$ cat config.mk
export PLATFORM = sky130hd
export DESIGN_NAME = vx_tcu_drl_acc_seq_flat
export DESIGN_NICKNAME = d
export VERILOG_FILES = /design/src/rtl/vx_tcu_drl_acc_seq_if.sv /design/src/rtl/vx_tcu_drl_acc_seq.sv /design/src/flat_wrapper.sv
export SDC_FILE = /design/constraint.sdc
export NUM_CORES = 1
export LEC_CHECK = 0
export ABC_AREA = 1
export CELL_PAD_IN_SITES_DETAIL_PLACEMENT = 1
export CELL_PAD_IN_SITES_GLOBAL_PLACEMENT = 1
export CORE_AREA = 2 2 118 86
export CTS_BUF_LIST = sky130_fd_sc_hd__clkbuf_8
export DETAILED_ROUTE_END_ITERATION = 10
export DIE_AREA = 0 0 120 88
export PLACE_DENSITY_LB_ADDON = 0.1
export RECOVER_POWER = 25
export SLEW_MARGIN = 0
export SYNTH_ARGS = -nofsm -noshare
export SYNTH_HDL_FRONTEND = slang
export SYNTH_SLANG_ARGS = --single-unit
$ cat constraint.sdc
create_clock -name clk -period 2.7 [get_ports clk]
set_clock_uncertainty 0.15 [all_clocks]
set_input_delay 0.54 -clock clk [delete_from_list [all_inputs] [get_ports clk]]
set_output_delay 0.54 -clock clk [all_outputs]
set_load 0.02 [all_outputs]
$ cat src/rtl/vx_tcu_drl_acc_seq_if.sv
// ----------------------------------------------------------------------------
// vx_tcu_drl_acc_seq_if
//   Handshake bundle between the TCU issue logic, the FEDP multiply/accumulate
//   pipeline and the accumulation sequencer.
//
//   Request  : req_valid/req_ready, req_id[31:0], req_count[KW-1:0]
//   Operands : elem_valid/elem_ready (one chunk of operands per handshake)
//   Datapath : dp_valid, dp_lane_mask[N-2:0], dp_first, dp_last,
//              dp_req_id[31:0], acc_load
//   Response : rsp_valid/rsp_ready, rsp_id[31:0]
//
//   modport slave  : the sequencer's view
//   modport master : the surrounding logic's view (issue logic + datapath)
//
//   N and KW must match the sequencer instance connected to this bundle.
// ----------------------------------------------------------------------------
interface vx_tcu_drl_acc_seq_if #(
   parameter int N  = 5,
   parameter int KW = 8
);
   logic          req_valid;
   logic          req_ready;
   logic [31:0]   req_id;
   logic [KW-1:0] req_count;

   logic          elem_valid;
   logic          elem_ready;

   logic          dp_valid;
   logic [N-2:0]  dp_lane_mask;
   logic          dp_first;
   logic          dp_last;
   logic [31:0]   dp_req_id;
   logic          acc_load;

   logic          rsp_valid;
   logic          rsp_ready;
   logic [31:0]   rsp_id;

   modport slave (
      input  req_valid, req_id, req_count, elem_valid, rsp_ready,
      output req_ready, elem_ready, dp_valid, dp_lane_mask, dp_first,
             dp_last, dp_req_id, acc_load, rsp_valid, rsp_id
   );

   modport master (
      output req_valid, req_id, req_count, elem_valid, rsp_ready,
      input  req_ready, elem_ready, dp_valid, dp_lane_mask, dp_first,
             dp_last, dp_req_id, acc_load, rsp_valid, rsp_id
   );
endinterface

$ cat src/rtl/vx_tcu_drl_acc_seq.sv
// ----------------------------------------------------------------------------
// vx_tcu_drl_acc_seq
//   Sequencer for the TCU FEDP accumulation datapath. A dot-product request of
//   req_count products is split into chunks of N-1 products; chunks are issued
//   one at a time, each waiting for the accumulator result (LATENCY cycles)
//   before the next may use it as its C term. One response per request.
//
//   Ports:
//     clk    : clock
//     reset  : synchronous active-high reset (drops any request in flight)
//     bus    : vx_tcu_drl_acc_seq_if.slave -- request, operand, datapath and
//              response handshakes
//
//   Parameters:
//     N       : datapath lanes including the C term (N >= 2)
//     LATENCY : chunk issue to accumulator result valid, in cycles (>= 1)
//     KW      : width of req_count
// ----------------------------------------------------------------------------
module vx_tcu_drl_acc_seq #(
   parameter int N       = 5,
   parameter int LATENCY = 2,
   parameter int KW      = 8
) (
   input  logic                  clk,
   input  logic                  reset,
   vx_tcu_drl_acc_seq_if.slave   bus
);
   localparam int LANES = N - 1;
   // Largest chunk count a single request can need; counters never wrap.
   localparam int MAXCH = ((2 ** KW) - 1 + LANES - 1) / LANES;
   localparam int CW    = (MAXCH > 1) ? $clog2(MAXCH + 1) : 1;
   localparam int WW    = (LATENCY > 1) ? $clog2(LATENCY) : 1;

   localparam logic [1:0] S_IDLE  = 2'd0;
   localparam logic [1:0] S_ISSUE = 2'd1;
   localparam logic [1:0] S_WAIT  = 2'd2;
   localparam logic [1:0] S_RESP  = 2'd3;

   logic [1:0]       r_state;
   logic [CW-1:0]    r_chunk_idx;   // index of the chunk to issue next
   logic [CW-1:0]    r_last_idx;    // index of the final chunk
   logic [WW-1:0]    r_wait;
   logic [31:0]      r_tag;
   logic [LANES-1:0] r_tail_mask;   // lane mask for the final chunk

   logic [CW-1:0]    w_last_idx;
   logic [31:0]      w_rem;
   logic [LANES-1:0] w_tail_mask;
   logic             w_issue;
   logic             w_is_last;
   logic             w_load;

   // Final chunk index: ceil(count/LANES)-1, with a zero count still issuing
   // one chunk so the C term passes through.
   always_comb begin
      w_last_idx = '0;
      if (bus.req_count != '0) begin
         w_last_idx = CW'((32'(bus.req_count) + 32'(LANES) - 32'd1) / 32'(LANES) - 32'd1);
      end
   end

   assign w_rem = 32'(bus.req_count) % 32'(LANES);

   // Tail mask: low rem lanes, all lanes when rem is 0, none for a zero count.
   genvar gi;
   generate
      for (gi = 0; gi < LANES; gi++) begin : g_tail
         assign w_tail_mask[gi] = (bus.req_count != '0) &&
                                  ((w_rem == 32'd0) || (32'(gi) < w_rem));
      end
   endgenerate

   assign w_issue   = (r_state == S_ISSUE) && bus.elem_valid;
   assign w_is_last = (r_chunk_idx == r_last_idx);
   assign w_load    = (r_state == S_WAIT) && (r_wait == WW'(LATENCY - 1));

   always_ff @(posedge clk) begin
      if (reset) begin
         r_state     <= S_IDLE;
         r_chunk_idx <= '0;
         r_last_idx  <= '0;
         r_wait      <= '0;
         r_tag       <= '0;
         r_tail_mask <= '0;
      end else begin
         case (r_state)
            S_IDLE: begin
               if (bus.req_valid) begin
                  r_tag       <= bus.req_id;
                  r_last_idx  <= w_last_idx;
                  r_tail_mask <= w_tail_mask;
                  r_chunk_idx <= '0;
                  r_state     <= S_ISSUE;
               end
            end
            S_ISSUE: begin
               if (bus.elem_valid) begin
                  r_wait  <= '0;
                  r_state <= S_WAIT;
               end
            end
            S_WAIT: begin
               // Leave on the load cycle so the next chunk issues right after
               // the accumulator has been written back.
               if (w_load) begin
                  if (w_is_last) begin
                     r_state <= S_RESP;
                  end else begin
                     r_chunk_idx <= r_chunk_idx + 1'b1;
                     r_state     <= S_ISSUE;
                  end
               end else begin
                  r_wait <= r_wait + 1'b1;
               end
            end
            default: begin
               if (bus.rsp_ready) begin
                  r_state <= S_IDLE;
               end
            end
         endcase
      end
   end

   assign bus.req_ready    = (r_state == S_IDLE);
   assign bus.elem_ready   = (r_state == S_ISSUE);
   assign bus.dp_valid     = w_issue;
   assign bus.dp_lane_mask = !w_issue ? '0 : (w_is_last ? r_tail_mask : '1);
   assign bus.dp_first     = w_issue && (r_chunk_idx == '0);
   assign bus.dp_last      = w_issue && w_is_last;
   assign bus.dp_req_id    = w_issue ? r_tag : '0;
   assign bus.acc_load     = w_load;
   assign bus.rsp_valid    = (r_state == S_RESP);
   assign bus.rsp_id       = (r_state == S_RESP) ? r_tag : '0;
endmodule

$ cat src/flat_wrapper.sv
// flat-port wrapper written by rule: the top's interface ports become plain ports
module vx_tcu_drl_acc_seq_flat 
#(
   parameter int N       = 5,
   parameter int LATENCY = 2,
   parameter int KW      = 8
)
  (clk, reset, bus_req_valid, bus_req_id, bus_req_count, bus_elem_valid, bus_rsp_ready, bus_req_ready, bus_elem_ready, bus_dp_valid, bus_dp_lane_mask, bus_dp_first, bus_dp_last, bus_dp_req_id, bus_acc_load, bus_rsp_valid, bus_rsp_id);
  vx_tcu_drl_acc_seq_if #(.N(N), .KW(KW)) bus_i ();
  input  logic clk;
  input  logic reset;
  input wire logic [$bits(bus_i.req_valid)-1:0] bus_req_valid;
  input wire logic [$bits(bus_i.req_id)-1:0] bus_req_id;
  input wire logic [$bits(bus_i.req_count)-1:0] bus_req_count;
  input wire logic [$bits(bus_i.elem_valid)-1:0] bus_elem_valid;
  input wire logic [$bits(bus_i.rsp_ready)-1:0] bus_rsp_ready;
  output wire logic [$bits(bus_i.req_ready)-1:0] bus_req_ready;
  output wire logic [$bits(bus_i.elem_ready)-1:0] bus_elem_ready;
  output wire logic [$bits(bus_i.dp_valid)-1:0] bus_dp_valid;
  output wire logic [$bits(bus_i.dp_lane_mask)-1:0] bus_dp_lane_mask;
  output wire logic [$bits(bus_i.dp_first)-1:0] bus_dp_first;
  output wire logic [$bits(bus_i.dp_last)-1:0] bus_dp_last;
  output wire logic [$bits(bus_i.dp_req_id)-1:0] bus_dp_req_id;
  output wire logic [$bits(bus_i.acc_load)-1:0] bus_acc_load;
  output wire logic [$bits(bus_i.rsp_valid)-1:0] bus_rsp_valid;
  output wire logic [$bits(bus_i.rsp_id)-1:0] bus_rsp_id;
  assign bus_i.req_valid = bus_req_valid;
  assign bus_i.req_id = bus_req_id;
  assign bus_i.req_count = bus_req_count;
  assign bus_i.elem_valid = bus_elem_valid;
  assign bus_i.rsp_ready = bus_rsp_ready;
  assign bus_req_ready = bus_i.req_ready;
  assign bus_elem_ready = bus_i.elem_ready;
  assign bus_dp_valid = bus_i.dp_valid;
  assign bus_dp_lane_mask = bus_i.dp_lane_mask;
  assign bus_dp_first = bus_i.dp_first;
  assign bus_dp_last = bus_i.dp_last;
  assign bus_dp_req_id = bus_i.dp_req_id;
  assign bus_acc_load = bus_i.acc_load;
  assign bus_rsp_valid = bus_i.rsp_valid;
  assign bus_rsp_id = bus_i.rsp_id;
  vx_tcu_drl_acc_seq #(.N(N), .LATENCY(LATENCY), .KW(KW)) u_core (.clk(clk), .reset(reset), .bus(bus_i));
endmodule
After elaboration in Yosys (flattened, before gate mapping) --
Index checks and enable logic that the tools add are counted.
Storage, ports and cells: register bits after elaboration 53, latch bits 0, memory bits (writable) 0, ROM bits 0, memories 0
Operators by class: $add $sub $neg 5, multipliers 0, div/mod/pow operators 0, order comparisons 4, equality and inequality tests 9, shift-type cells 0, mux-type cells 18, bitwise gates (word level) 0, reduce and logical (&&, ||, !) cells 23
Operators with widths (number):
- 32-bit two-way mux | 2
- 32-bit zero test | 1
- 7-bit two-way mux | 4
- 7-bit one-hot mux with 2 select lines | 1
- 2-bit two-way mux | 5
- 2-bit inequality test, second input constant | 5
- 8-bit by 3-bit adder with 9-bit output, second input constant | 1
- 9-bit by 1-bit subtractor with 9-bit output, second input constant | 1
- 1-bit logical AND | 8
- 4-bit two-way mux | 2
- 4-bit AND reduction | 2
- 8-bit nonzero test | 1
- 7-bit by 1-bit adder with 7-bit output, second input constant | 1
- 7-bit == test | 1
- 7-bit zero test | 1
- 7-bit by 1-bit subtractor with 7-bit output, second input constant | 1
- 2-bit one-hot mux with 3 select lines | 1
- 2-bit == test, second input constant | 2
- 1-bit logical OR | 4
- 1-bit by 2-bit less-than comparator with 1-bit output, first input constant | 2
- 2-bit less-than comparator, first input constant | 2
- 2-bit nonzero test | 2
- 4-bit nonzero test | 1
- 3-bit AND reduction | 1
- other kinds (6) | 7

Logic depth before layout (Yosys ltp) --
Gate-level depths: netlist of run 1.
word-level depth 4, gate-level depth with buffers 12, gate-level depth less buffers 12

Worst setup path before layout of run 1 --
No wires, ideal clock.
kind reg2out, start point register u_core.r_state[0], end point output bus_dp_req_id[25], arrival 1.649 ns, required time 2.010 ns, slack 0.361 ns, stages on the path, launching flop included 9, buffers on the path 2, cells stage by stage dfxtp_1 -> inv_2 -> nor2_4 -> inv_2 -> nor2_2 -> inv_2 -> buf_6 -> buf_6 -> nor2_1
On the way: cells in the longest elaborated chain, start to end 3
Ends and longest elaborated chain:
- start: declaration | line vx_tcu_drl_acc_seq.sv:39 | logic [1:0] r_state;
- start signal: assignment | line vx_tcu_drl_acc_seq.sv:79 | r_state <= S_IDLE;
- start signal: assignment | line vx_tcu_drl_acc_seq.sv:93 | r_state <= S_ISSUE;
- start signal: assignment | line vx_tcu_drl_acc_seq.sv:99 | r_state <= S_WAIT;
- 2-bit by 1-bit == test with 1-bit output
- net bus_elem_ready | line flat_wrapper.sv:18 | output wire logic [$bits(bus_i.elem_ready)-1:0] bus_elem_ready;
- 1-bit logical AND | line vx_tcu_drl_acc_seq.sv:73 | assign w_issue = (r_state == S_ISSUE) && bus.elem_valid;
- net bus_dp_valid | line flat_wrapper.sv:19 | output wire logic [$bits(bus_i.dp_valid)-1:0] bus_dp_valid;
- 32-bit two-way mux | line vx_tcu_drl_acc_seq.sv:131 | assign bus.dp_req_id = w_issue ? r_tag : '0;
- end: declaration | line flat_wrapper.sv:23 | output wire logic [$bits(bus_i.dp_req_id)-1:0] bus_dp_req_id;
The timed path passes the listed nets, and every way through them passes these cells.

Worst setup path after layout of run 1 --
start point input bus_elem_valid, end point output bus_dp_lane_mask[1]
On the way: cells in the longest elaborated chain, start to end 2
Ends and longest elaborated chain:
- start: declaration | line flat_wrapper.sv:15 | input wire logic [$bits(bus_i.elem_valid)-1:0] bus_elem_valid;
- 1-bit logical AND | line vx_tcu_drl_acc_seq.sv:73
- 4-bit two-way mux | line vx_tcu_drl_acc_seq.sv:128 | assign bus.dp_lane_mask = !w_issue ? '0 : (w_is_last ? r_tail_mask : '1);
- end: declaration | line flat_wrapper.sv:20 | output wire logic [$bits(bus_i.dp_lane_mask)-1:0] bus_dp_lane_mask;
Every way passes these cells.

==> impl_results.md, run 1 <==
- Antenna violations before repair: 0
- Most common cell after layout, fill and taps aside: clkdlybuf4s50_1
- Area contributors post-synth: dfxtp_1, nor2_1, inv_1
- Grt total ovfl: 0
- Status: complete, no violations
- Cells after DPL: around 690
- Routability Congestion: approximately 0.78
- Pwr Total: ~2.8 mW
- # rows: 30
- Most frequent cells in the layout: clkdlybuf4s50_1, nor2_1, inv_1, nand2_1, dfxtp_1
- Post-Route WL: about 9300 µm
- H-tree levels: 2
- Clock network fraction of design power: ~15%
- Crit share post-route: between 90% and 100%
- Switching power: 1.20 mW
- Area of the core: approximately 9400 µm²
- Comb pwr share: a little under half
- Crit. End Element: output pin
- Initial Util: between 30% and 40%
- P_int: around 1.6 mW
- Crit path max-delay family: buffers and inverters
- Distinct cells, synth: 29
- Power per cell area: approximately 650 nW/µm²
- Synth-to-layout area growth: 47.6%
- Synth top area share: roughly 36%
- Clock Pin Slew Worst Setup and Hold Paths: about 90 ps
- Drt drc: 0
- Sequential power share: a little under two fifths
- Sequential share of the synthesized area: between 30% and 40%
- CP max-delay cell: clkdlybuf4s50_1
- Sw Share: ~43%
- I/O pin cnt: between 100 and 150
- Synth area leader: dfxtp_1
- Chip height: 88 µm
- Relative slew slack: between 40% and 50%
- Pre-Repair DR Iteration Count: 4
- Setup bufs post-CTS: 0
- Die X: 120 µm
- Startpoint types: input port
- RSZ-0062 raised after global routing: no
- Drt initial violations: approximately 110
- Clock latency on the worst-skew pair: 310 ps
- Vias: 3143
- Number of global-route vias before repair: roughly 3000
- Fmax achieved: 0.381 GHz
- Ant diodes: 0
- Max-cap check violation count: 0
- CTS buffer count: 5
- CTS tree: yes
- Dpl hpwl: 7270 µm
- WP buf/inv: 5
- Seq cells post-synth: 53
- Syn Nets: 500
- CTS Buffer Depth: 2
- Hold Vio Cnt, Final: 0
- Worst path max stage delay: 470 ps
- CTS Root Cell: clkbuf_8
- Data required time of the critical path: about 2000 ps
- Largest net degree at the start of global routing: 47
- Gate Count Post-Synth: 450
- Post-DR vias/cell: around 4.5
- Total GRT Usage: around 18%
- Mapped Area: a little under 3000 µm²
- Tmin final: 2630 ps
- Final Slew Violations: 0
- Worst Path Max Fanout: 22
- Critical path class: input port to output pin
- Min-delay worst type: register to register
- Non-filler cells in the finished layout: roughly 700
- Post-DRT Antenna Nets: 0
- Final-report setup violation count: 0
- Share of cells above drive strength 1: under 10%
- Fillcell total: roughly 1200
- Maximum VDD drop: a little over 0.0003 V
- Synth warn: 0
- Wire per inst: 13.4 µm
- Nets: a little over 600
- Global-route wire length before repair: approximately 15000 µm
- Slew @ Worst Pin: 814 ps
- Syn_area_per_cell: between 6 and 7 µm²
- Quantity of I/O buffers inserted on ports: around 120
- Critical Path AT: ~1900 ps
- Sinks on Clock Net: between 50 and 60
- Die area: between 10000 and 15000 µm²
- Leak: 1.94 nW
- CP cell instances: clkdlybuf4s50_1, inv_1, nor2_2, inv_2, buf_12, a21oi_1, dlygate4sd2_1
## layout make-up
type                    instances  area, µm²  share of cell area [%]
flip-flops and latches         53       1060                    24.5
repair buffers                132       1260                    29.2
well taps                     128        160                    3.70
clock buffers                   5       68.8                    1.59
inverters                      77        289                    6.68
multi-input cells             299       1470                    34.0
clock inverters                 3       11.3                   0.260
## worst register-to-register path, stage by stage (launching register included)
cell     delay, ps
dfxtp_1        330
buf_4          170
nand2_8        200
inv_2           60
nand2_1         60
nand4_1        160
nor2_1         660
nand2_4        160
nand2_2        100
nand2_2         50
nor2_2          60
## power by group through the flow
| stage | Combinational [mW] | Clock, mW | Sequential (mW) |
|---|---|---|---|
| after floorplan | 0.901 | 0 | 1.06 |
| after global placement | 1.38 | 0 | 1.07 |
| after detailed placement | 1.42 | 0 | 1.07 |
| after CTS | 1.39 | 0.448 | 1.06 |
| after global routing | 1.50 | 0.471 | 1.08 |
| final | 1.34 | 0.425 | 1.06 |
## logic make-up after synthesis
kind of cell             count (synthesis)  synth area share (%)
AND/OR/NAND/NOR                        197                  30.3
adder cells (fa/ha/maj)                  5                  2.13
flip-flops                              53                  36.2
buffers and inverters                   98                  13.4
AO/OA/AOI/OAI                           88                  15.3
XOR/XNOR                                 9                  2.69
## registers in the layout (all words and copies together), names as in the netlist
name                cells
u_core.r_wait           1
u_core.r_state          2
u_core.r_tag           32
u_core.r_chunk_idx      7
u_core.r_tail_mask      4
u_core.r_last_idx       7
## through the flow
stage	instance area, µm²	setup TNS [ps]	worst slack (ps)	hold slack (ps)	utilization [%]
3_5_place_dp	4300	-6080	-200	308	45.7
4_1_cts	4350	0	22.1	323	46.2
5_1_grt	4330	0	9.78	334	45.9
2_1_floorplan	2930	0	361	289	-
6_report	4330	0	71.9	321	45.9
3_3_place_gp	4300	-4970	-169	300	45.7
## worst paths after layout
kind	end	start	slack [ps]	depth (start not counted)
worst max-delay path	bus_dp_lane_mask[1]	bus_elem_valid	70	7
worst min register to register	u_core.r_last_idx[3]	u_core.r_last_idx[3]	320	2
worst max register to register	u_core.r_chunk_idx[1]	u_core.r_state[0]	500	10
worst min-delay path	u_core.r_last_idx[3]	u_core.r_last_idx[3]	320	2
## metal layers
| layer | routed length, µm | up-vias | global-route usage, % | part of all wire [%] |
|---|---|---|---|---|
| met3 | 490 | 8 | 4.30 | 5.3 |
| li1 | - | 1621 | - | - |
| met4 | 90 | 0 | 4.60 | 0.96 |
| met2 | 4100 | 75 | 27.7 | 44 |
| met5 | 0 | - | 0 | 0 |
| met1 | 4660 | 1439 | 24.2 | 50 |
## synth_stat cells (all sizes together)
library cell / instances
nand4: 3
or2: 1
inv: 77
buf: 8
o21ai: 38
xor2: 2
o22ai: 4
nor4: 2
nand3: 23
xnor2: 7
ha: 5
dfxtp: 53
a21oi: 45
a22o: 1
nand2: 73
clkbuf: 13
nor2: 95
## what timing repair did
item                       4_1_cts  5_1_grt
setup endpoints to repair       71       26
hold buffers                     0        0
gates resized for setup         40        2
No activity file was read; power rests on OpenSTA's default activity.
==> run 2, diff against run 1 <==
Settings changed: GPL_TIMING_DRIVEN set to 0.
==> run 2 against run 1 <==
Net effect:
- register-to-register slack gained 200 ps
- sequential cell count is the same
- non-clock buffer count grew 7
- global-route usage grew 1.8 points
- highest routed layer unchanged
- worst setup slack gained 32 ps
- via count grew 1.7%
- first-iteration DRC count grew 29%
- power grew 1.5%
- wire length grew 6.2%
- worst hold slack lost 3.5 ps
- sequential power is essentially flat
- critical endpoint is now bus_dp_req_id[18]
- cell count grew 0.86%
==> impl_results.md, run 2 (same netlist as run 1, synthesis figures left out) <==
- Wire per inst: 14.1 µm (+5.3%)
- Status: complete, no violations
- Critical Path Start: bus_elem_valid
- Dpl hpwl: 7950 µm (+9.4%)
- Data required time of the critical path: 2010 ps (about the same)
- Initial Util: 31.1% (unchanged)
- Reg with most FFs: u_core.r_tag
- CTS Hold Bufs: 0 (unchanged)
- Worst path max stage delay: 450 ps (-20 ps)
- Slew @ Worst Pin: 524 ps (-290 ps)
- Relative slew slack: 65.1% (+20 points)
- CP cell instances: clkdlybuf4s50_1, inv_1, nor2_2, inv_2, clkbuf_2, nor2_1, dlygate4sd2_1
- Crit. End Element: output pin
- Top Registers: u_core.r_tag x32, u_core.r_chunk_idx x7, u_core.r_last_idx x7
- CTS Buffer Depth: 2 (unchanged)
- H-tree levels: 2 (unchanged)
- Area of the core: 9420 µm² (unchanged)
- Drt initial violations: 141 (+29%)
- WP buf/inv: 5 (unchanged)
- Worst min-delay path startpoint: u_core.r_tail_mask[0]
- Max-cap check violation count: 0 (unchanged)
- Most common cell after layout, fill and taps aside: nor2_1
- Critical Path AT: 1910 ps (-30 ps)
- Quantity of I/O buffers inserted on ports: 118 (-0.84%)
- Synth-to-layout area growth: 46.2%
- Critical path class: input port to output pin
- Leak: 2.04 nW (+5.1%)
- Post-DR vias/cell: 4.55 (+0.82%)
- CTS buffer count: 5 (unchanged)
- Routability Congestion: 0.762 (-1.7%)
- Hold Vio Cnt, Final: 0 (unchanged)
- RSZ-0062 raised after global routing: no
- Min-delay worst type: register to register
- Pwr Total: 2.87 mW (+1.5%)
- Post-Route WL: 9910 µm (+6.2%)
- Setup bufs post-CTS: 0 (unchanged)
- Pre-Repair DR Iteration Count: 4 (unchanged)
- Final Slew Violations: 0 (unchanged)
- Global-route wire length before repair: 16200 µm (+9.6%)
- Place WS: -329 ps (-129 ps)
- Vias: 3196 (+1.7%)
- Largest net degree at the start of global routing: 15 (-68%)
- Tmin final: 2600 ps (-31.9 ps)
- Chip height: 88 µm (unchanged)
- Drt drc: 0 (unchanged)
- Worst Path Max Fanout: 10 (-55%)
- CTS Root Cell: clkbuf_8
- Post-DRT Antenna Nets: 0 (unchanged)
- Max reg flops: 32 (unchanged)
- Ant diodes: 0 (unchanged)
- Fmax achieved: 0.385 GHz (+1.2%)
- Startpoint types: input port
- I/O pin cnt: 120 (unchanged)
- Dpl cell area: 4270 µm² (-0.73%)
- CTS tree: yes
- Post-CTS sizing: 47 (+18%)
- CP max-delay cell: clkdlybuf4s50_1
- Crit share post-route: 96.2% (-1.2 points)
- Nets: 625 (+1.1%)
- Sinks on Clock Net: 53 (unchanged)
- Die area: 10600 µm² (unchanged)
- Hold Slack: 317 ps (-3.51 ps)
- Most frequent cells in the layout: nor2_1, inv_1, nand2_1, clkdlybuf4s50_1, dfxtp_1
- Crit path max-delay family: buffers and inverters
- Power per cell area: 670 nW/µm² (+2.5%)
- Clock latency on the worst-skew pair: 310 ps (about the same)
- Clock Pin Slew Worst Setup and Hold Paths: 90 ps (about the same)
- Number of global-route vias before repair: 3187 (+5.5%)
- Worst r2r src: u_core.r_chunk_idx[0]
- Antenna violations before repair: 0 (unchanged)
- # rows: 30 (unchanged)
- Maximum VDD drop: 0.000249 V (-18%)
- Final WS setup: 104 ps (+31.9 ps)
- Final-report setup violation count: 0 (unchanged)
- Finished layout cell area: 4290 µm² (-0.98%)
- Die X: 120 µm (unchanged)
- Total GRT Usage: 19.4% (+1.8 points)
- Share of cells above drive strength 1: 12.9% (+3.7 points)
- Grt total ovfl: 0 (unchanged)
run 2: changes by cell type in the layout (fill, tap and decap cells not counted), moves of 9 or more:
cell / delta
dlygate4sd2_1: -30
clkdlybuf4s50_1: -13
clkbuf_2: +25
buf_4: -9
dlymetal6s2s_1: +12
run 2: path summary, 6_finish.rpt:
kind | end | slack, ps | cells past startpoint
max reg2reg | u_core.r_chunk_idx[6] | 700 | 7
min reg2reg | u_core.r_tail_mask[0] | 320 | 2
max | bus_dp_req_id[18] | 100 | 7
min | u_core.r_tail_mask[0] | 320 | 2
run 2: tightest hold or removal path: stages, from the launching register on:
cell	delay [ps]
dfxtp_1	310
inv_1	60
o21ai_1	60
run 2: cell type report:
| cell class | instances | area, µm² |
|---|---|---|
| sequential | 53 | 1070 |
| inverter | 77 | 289 |
| multi-input combinational | 299 | 1470 |
| buffer | 21 | 109 |
| timing repair buffer | 118 | 1100 |
| clock buffer | 6 | 82.6 |
| clock inverter | 1 | 3.75 |
| tap | 128 | 160 |
| fill | 1237 | 5140 |
run 2: power breakdown:
part | internal [mW] | switching [mW] | total, mW
Sequential | 0.978 | 0.0959 | 1.07
Clock | 0.201 | 0.269 | 0.470
Combinational | 0.455 | 0.870 | 1.33
run 2: per-layer routing:
metal	wire (µm)	part of all wire [%]	track usage, %	vias to the layer above
met1	4970	50	27.5	1473
met3	532	5.4	4.36	8
met5	0	0	0	-
met4	81	0.82	3.85	0
met2	4330	44	30.3	77
li1	-	-	-	1638
run 2: through the flow:
step	setup TNS [ps]	util [%]	std cells
after CTS	0	45.9	703
after floorplan	0	-	450
after detailed placement	-8960	45.4	696
after global placement	-7990	45.4	696
final	0	45.5	703
after global routing	0	45.5	703
==> run 3, diff against run 2 <==
Settings changed: CORE_AREA 2 2 118 86 to 2 2 122 88, DIE_AREA 0 0 120 88 to 0 0 124 90, PLACE_DENSITY set to 0.83, PLACE_DENSITY_LB_ADDON 0.1 to not set.
Clock period 2.7 ns to 2.8 ns, I/O delays scaled along.
==> run 3 against run 2 <==
Net effect:
- via count up 2.0%
- highest routed layer unchanged
- wire length up 1.5%
- worst hold slack better by 0.55 ps
- clock power up 4%
- die area up 5.7%
- first-iteration DRC count down 21%
- critical path type unchanged
==> impl_results.md, run 3 (same netlist as run 1, synthesis figures left out) <==
- Leak: 1.94 nW (-5.0%)
- I/O pin cnt: 120 (unchanged)
- CP max-delay cell: clkdlybuf4s50_1
- Clock network fraction of design power: 17.3% (+0.9 points)
- Reg2Reg Setup Slack: 830 ps (+130 ps)
- Data required time of the critical path: 2090 ps (+80 ps)
- Power per cell area: 650 nW/µm² (-3.0%)
- Hold Slack: 318 ps (+0.546 ps)
- Drt drc: 0 (unchanged)
- Wire per inst: 14.2 µm (+0.78%)
- Vias: 3261 (+2.0%)
- Status: complete, no violations
- CTS tree: yes
- Startpoint types: input port
- Min-delay worst type: register to register
- Post-DRT Antenna Nets: 0 (unchanged)
- Drt initial violations: 112 (-21%)
- Routability Congestion: 0.782 (+2.7%)
- Fmax achieved: between 0.3 and 0.4 GHz
- Synth-to-layout area growth: 48.2%
- Most frequent cells in the layout: nor2_1, clkdlybuf4s50_1, inv_1, nand2_1, dfxtp_1
- Share of cells above drive strength 1: 10.1% (-2.8 points)
- Pwr Total: 2.82 mW (-1.6%)
- Post-Route WL: 10100 µm (+1.5%)
- Crit share post-route: between 90 and 100%
- Worst min-delay path startpoint: u_core.r_last_idx[6]
- Final Slew Violations: 0 (unchanged)
- CTS buffer count: 5 (unchanged)
- Initial Util: 29.1% (-2.0 points)
- CTS Buffer Depth: 2 (unchanged)
- Pre-Repair DR Iteration Count: 4 (unchanged)
- # rows: 31 (+3.3%)
- Top Registers: u_core.r_tag x32, u_core.r_chunk_idx x7, u_core.r_last_idx x7
- Hold Path Stages: 2 (unchanged)
- Fin util: 43.1% (-2.4 points)
- Total GRT Usage: 18.5% (-0.92 points)
- Grt total ovfl: 0 (unchanged)
- Sequential power share: 36.6% (-0.8 points)
- CP cell instances: clkdlybuf4s50_1, inv_1, nor2_2, inv_2, buf_6, buf_6, nor2_2, dlygate4sd2_1
- Chip height: 90 µm (+2.3%)
- Quantity of I/O buffers inserted on ports: 118 (unchanged)
- WP buf/inv: 6 (+1)
- Max-cap check violation count: 0 (unchanged)
- Hold Vio Cnt, Final: 0 (unchanged)
- Worst Hold Endpoint: u_core.r_last_idx[6]
- Register area: 1060 µm² (-0.23%)
- CTS Root Cell: clkbuf_8
- Fin Setup TNS: 0 ps (unchanged)
- Number of global-route vias before repair: 3392 (+6.4%)
- Ant diodes: 0 (unchanged)
- Max reg flops: 32 (unchanged)
- Worst r2r src: u_core.r_chunk_idx[4]
- Crit. End Element: output pin
- Dpl cell area: 4280 µm² (+0.12%)
- Worst Path Max Fanout: 10 (unchanged)
- H-tree levels: 2 (unchanged)
- P_int: 1.62 mW (-0.96%)
- Critical path class: input port to output pin
- Maximum VDD drop: 0.000272 V (+9.0%)
- Finished layout cell area: 4350 µm² (+1.4%)
- Crit path max-delay family: buffers and inverters
- Clock latency on the worst-skew pair: 320 ps (about the same)
- Dpl hpwl: 8170 µm (+2.8%)
- Multi-input logic area: 1480 µm² (+0.68%)
- Comb pwr share: 46.1% (about the same)
- Global-route wire length before repair: 16500 µm (+1.7%)
- Cells on worst reg2reg path: 8 (+1)
- Slew @ Worst Pin: 531 ps (+7.47 ps)
- Area of the core: 10100 µm² (+7.0%)
- Largest net degree at the start of global routing: 16 (+1)
- Worst path max stage delay: 460 ps (about the same)
- RSZ-0062 raised after global routing: no
- Antenna violations before repair: 0 (unchanged)
- Switching power: 1.20 mW (-2.5%)
- Fillcell total: 1301 (+5.2%)
- Setup bufs post-CTS: 0 (unchanged)
- Die X: 124 µm (+3.3%)
- Final-report setup violation count: 0 (unchanged)
- Sw Share: 42.7% (-0.38 points)
- Reg with most FFs: u_core.r_tag
- Sinks on Clock Net: 53 (unchanged)
- Die area: 11200 µm² (+5.7%)
- Clock Pin Slew Worst Setup and Hold Paths: 90 ps (about the same)
- Nets: 625 (unchanged)
- Relative slew slack: 64.6% (-0.50 points)
- Post-DR vias/cell: 4.61 (+1.3%)
- Critical Path AT: 1980 ps (+70 ps)
- R2R Path End: u_core.r_chunk_idx[3]
- Tmin final: 2690 ps
[run 3: changes by cell type in the layout (fill, tap and decap cells not counted), sizes merged]
cell / delta
dlygate4sd2: +22
clkdlybuf4s15: -4
dlymetal6s2s: -10
clkdlybuf4s50: +10
clkbuf: -16
buf: -1
clkinv: +1
inv: -1
[run 3: power groups by stage]
stage	Combinational, mW	Clock [mW]	Sequential [mW]
6_report	1.30	0.487	1.03
5_1_grt	1.45	0.525	1.06
4_1_cts	1.31	0.499	1.03
3_5_place_dp	1.34	0	1.05
3_3_place_gp	1.29	0	1.04
2_1_floorplan	0.869	0	1.02
[run 3: routing by layer]
layer,global-route usage [%],share of wire [%],vias up
li1,-,-,1642
met1,22.8,47,1542
met2,32.0,47,57
met3,3.74,3.7,20
met4,5.71,2.2,0
met5,0,0,-
[run 3: final cells by class]
| class | instances | share of cell area (%) |
|---|---|---|
| buffer | 21 | 2.45 |
| clock inverter | 1 | 0.115 |
| multi-input combinational | 299 | 34.1 |
| tap | 132 | 3.80 |
| clock buffer | 7 | 2.22 |
| inverter | 77 | 6.65 |
| timing repair buffer | 118 | 26.2 |
| sequential | 53 | 24.5 |
[run 3: tightest hold or removal path: stages, from the launching register on]
cell and delay, ps:
dfxtp_1 330, nand2_1 60, nand2_1 40
[run 3: per-stage QoR]
| step | std cells | setup slack (ps) |
|---|---|---|
| after floorplan | 450 | 441 |
| final | 708 | 109 |
| after global placement | 700 | -180 |
| after detailed placement | 700 | -209 |
| after CTS | 708 | 43.2 |
| after global routing | 708 | 3.17 |
[run 3: worst max-delay path by stage]
stage | slack (ps) | cells past startpoint | end | start
2_1_floorplan | 440 | 8 | bus_dp_req_id[25] | u_core.r_state[0]
3_3_place_gp | -180 | 8 | bus_dp_req_id[24] | bus_elem_valid
3_5_place_dp | -210 | 8 | bus_dp_req_id[25] | bus_elem_valid
4_1_cts | 40 | 8 | bus_dp_req_id[24] | bus_elem_valid
5_1_grt | 3 | 8 | bus_dp_req_id[21] | bus_elem_valid
6_report | 110 | 8 | bus_dp_req_id[27] | bus_elem_valid
[run 3: what timing repair did]
item                                    in CTS  in global routing
hold endpoints to repair                     0                  0
hold buffers                                 0                  0
gates cloned                                 0                  0
endpoints found under the setup margin      56                 36
resized for setup                           41                 24
==> RTL edit, RTL diff (flow settings as in run 3) <==
`LATENCY` is set to 2 in 2 places; all go to 1.
--- a/src/rtl/vx_tcu_drl_acc_seq.sv
+++ b/src/rtl/vx_tcu_drl_acc_seq.sv
@@ -20,3 +20,3 @@
    parameter int N       = 5,
-   parameter int LATENCY = 2,
+   parameter int LATENCY = 1,
    parameter int KW      = 8
--- a/src/flat_wrapper.sv
+++ b/src/flat_wrapper.sv
@@ -4,3 +4,3 @@
    parameter int N       = 5,
-   parameter int LATENCY = 2,
+   parameter int LATENCY = 1,
    parameter int KW      = 8
Function: changed (Yosys sat finds a counterexample within 4 cycles, from zero or initial values and one cycle with reset high).
==> RTL edit against run 3 <==
- worst hold slack better by 0.0052 ns
- synthesized area is 2.8% lower
- worst setup slack worse by 0.029 ns
- sequential share of layout area is 1.2 points higher
- sequential cell count stayed put
- total power is 11% lower
- wire length is 1.6% lower
- via count is 0.37% higher
- cell area is 4.9% lower
- critical path type unchanged
- largest power group unchanged
==> RTL edit: results (changes against run 3) <==
- The number of buffers between clock root and the deepest sink came to 2 (unchanged).
- The via count of the first global-routing pass is 3445 (+1.6%).
- In the final layout, the registers with the most flip-flops are u_core.r_tag x32, u_core.r_chunk_idx x7, u_core.r_last_idx x7.
- The relative slew slack is 67.0% (+2.4 points).
- The data arrival time of the critical path came to 2.01 ns (+0.03 ns).
- Ranked by total cell area, the synthesized netlist is headed by sky130_fd_sc_hd__dfxtp_1, sky130_fd_sc_hd__nor2_1, sky130_fd_sc_hd__nand2_1.
- The worst voltage drop across the vdd grid is 238 uV (-13%).
- The wire length of the first global-routing pass was 16.5 mm (+0.33%).
- The per-cell routed wire length came to 14.2 um (+0.13%).
- The leakage power total came to 1.74 nW (-10%).
- The number of DRC markers in iteration 0 came to 108 (-3.6%).
- The proportion of layout cells with a drive suffix above 1 is 10.8% (+0.75 points).
- The average cell area after synthesis came to 6.49 sq um (-0.38%).
- The count of non-filler cells in the finished layout is 696 (-1.7%).
- The count of distinct cell types in the synthesized netlist came to 28 (-3.4%).
- The highest net fanout along the worst path is 10 (unchanged).
- The filler cell count was 1350 (+3.8%).
- The CTS H-tree depth is 2 (unchanged).
- The maximum number of pins on one net before global-route repair came to 17 (+1).
- The flow ran to the end, and the final reports show no timing, DRC or antenna violations.
- The placer congestion estimate came to 0.823 (+5.3%).
- The number of clock buffers inserted by TritonCTS is 5 (unchanged).
- By count the netlist is led by sky130_fd_sc_hd__nor2_1, sky130_fd_sc_hd__nand2_1, sky130_fd_sc_hd__inv_1, sky130_fd_sc_hd__dfxtp_1, sky130_fd_sc_hd__a21oi_1.
- The global router's overall resource usage is 18.4% (-0.057 points).
- The net count of the mapped netlist is 489 (-2.2%).
- The placed wire-length estimate after detailed placement is 7.82 mm (-4.4%).
- The number of placed instances, taps included came to 688 (-1.7%).
- The number of vias in the routed layout is 3273 (+0.37%).
- The number of buffer cells added on primary ports is 117 (-0.85%).
- The number of antenna violations at the first check in global routing came to 0 (unchanged).
- In this run the worst hold path is classified as register to register.
- The number of synthesis warnings is 0 (unchanged).
- The number of nets in the final layout came to 613 (-1.9%).
- The sequential cell area fraction in the yosys report is 37.2% (+1.0 points).
- The largest stage delay on the critical path was 0.51 ns (+0.05 ns).
- The clock reaches the later pin of the worst-skew pair after between 0.3 and 0.4 ns.
- The library cell used as clock root buffer is sky130_fd_sc_hd__clkbuf_8.
RTL edit: changes by cell type in the layout (fill, tap and decap cells not counted), sizes merged, moves of 6 or more:
cell         change
inv             -16
nor2             +6
clkbuf           +6
dlygate4sd2     -24
buf             +22
RTL edit: per-stage QoR:
stage	hold slack [ns]	area [sq um]	setup slack (ns)	power [W]
after global routing	0.349	4130	-0.0252	0.00268
after floorplan	0.279	2850	0.412	0.00166
final	0.323	4130	0.0802	0.00251
after detailed placement	0.307	4190	-0.487	0.00211
after global placement	0.296	4190	-0.447	0.00206
after CTS	0.327	4200	-0.0869	0.00254
RTL edit: worst min-delay path, cell delays in order, from the launching register on:
cell and delay, ns:
sky130_fd_sc_hd__dfxtp_1 0.34, sky130_fd_sc_hd__nand2_1 0.05, sky130_fd_sc_hd__o21ai_0 0.06
RTL edit: area by class of cell:
class,instances,area [sq um],area share (%)
timing repair buffer,117,1020,24.6
clock inverter,3,17.5,0.424
multi-input combinational,303,1470,35.6
sequential,53,1060,25.7
tap,132,165,4.00
clock buffer,5,68.8,1.67
inverter,61,229,5.54
buffer,22,100,2.42
RTL edit: what timing repair did:
item	4_1_cts	5_1_grt
resized for setup	97	38
setup buffers	0	0
pin swaps	0	0
hold buffers	0	0
setup endpoints to repair	39	68
RTL edit: cell families after synthesis:
group	count (synthesis)	share of synthesized area [%]
and+or+nand+nor	202	30.4
AOI/OAI and AO/OA	83	14.7
buffers and inverters	83	11.5
DFF	53	37.2
xor gates and xnor gates	13	4.00
adders and majority gates	5	2.20
RTL edit: layer usage:
metal,up-vias,track usage [%],wire (um)
met5,-,0,0
met4,0,4.31,160
met3,12,4.57,472
met2,71,31.0,4830
met1,1565,23.6,4440
li1,1625,-,-
RTL edit: power by group:
group          total, W  switching (W)  internal, W
Combinational   0.00110       0.000730     0.000368
Sequential     0.000970      0.0000669     0.000903
Clock          0.000440       0.000266     0.000174
RTL edit: worst paths after layout:
path,start,to,slack (ns),cells after the start
worst max-delay path,bus_elem_valid,bus_dp_req_id[31],0.08,7
worst min-delay path,u_core.r_tail_mask[1]$_SDFFE_PP0P_,u_core.r_tail_mask[1]$_SDFFE_PP0P_,0.32,2
worst max register to register,u_core.r_chunk_idx[2]$_SDFFE_PP0P_,u_core.r_chunk_idx[5]$_SDFFE_PP0P_,0.80,8
worst min register to register,u_core.r_tail_mask[1]$_SDFFE_PP0P_,u_core.r_tail_mask[1]$_SDFFE_PP0P_,0.32,2
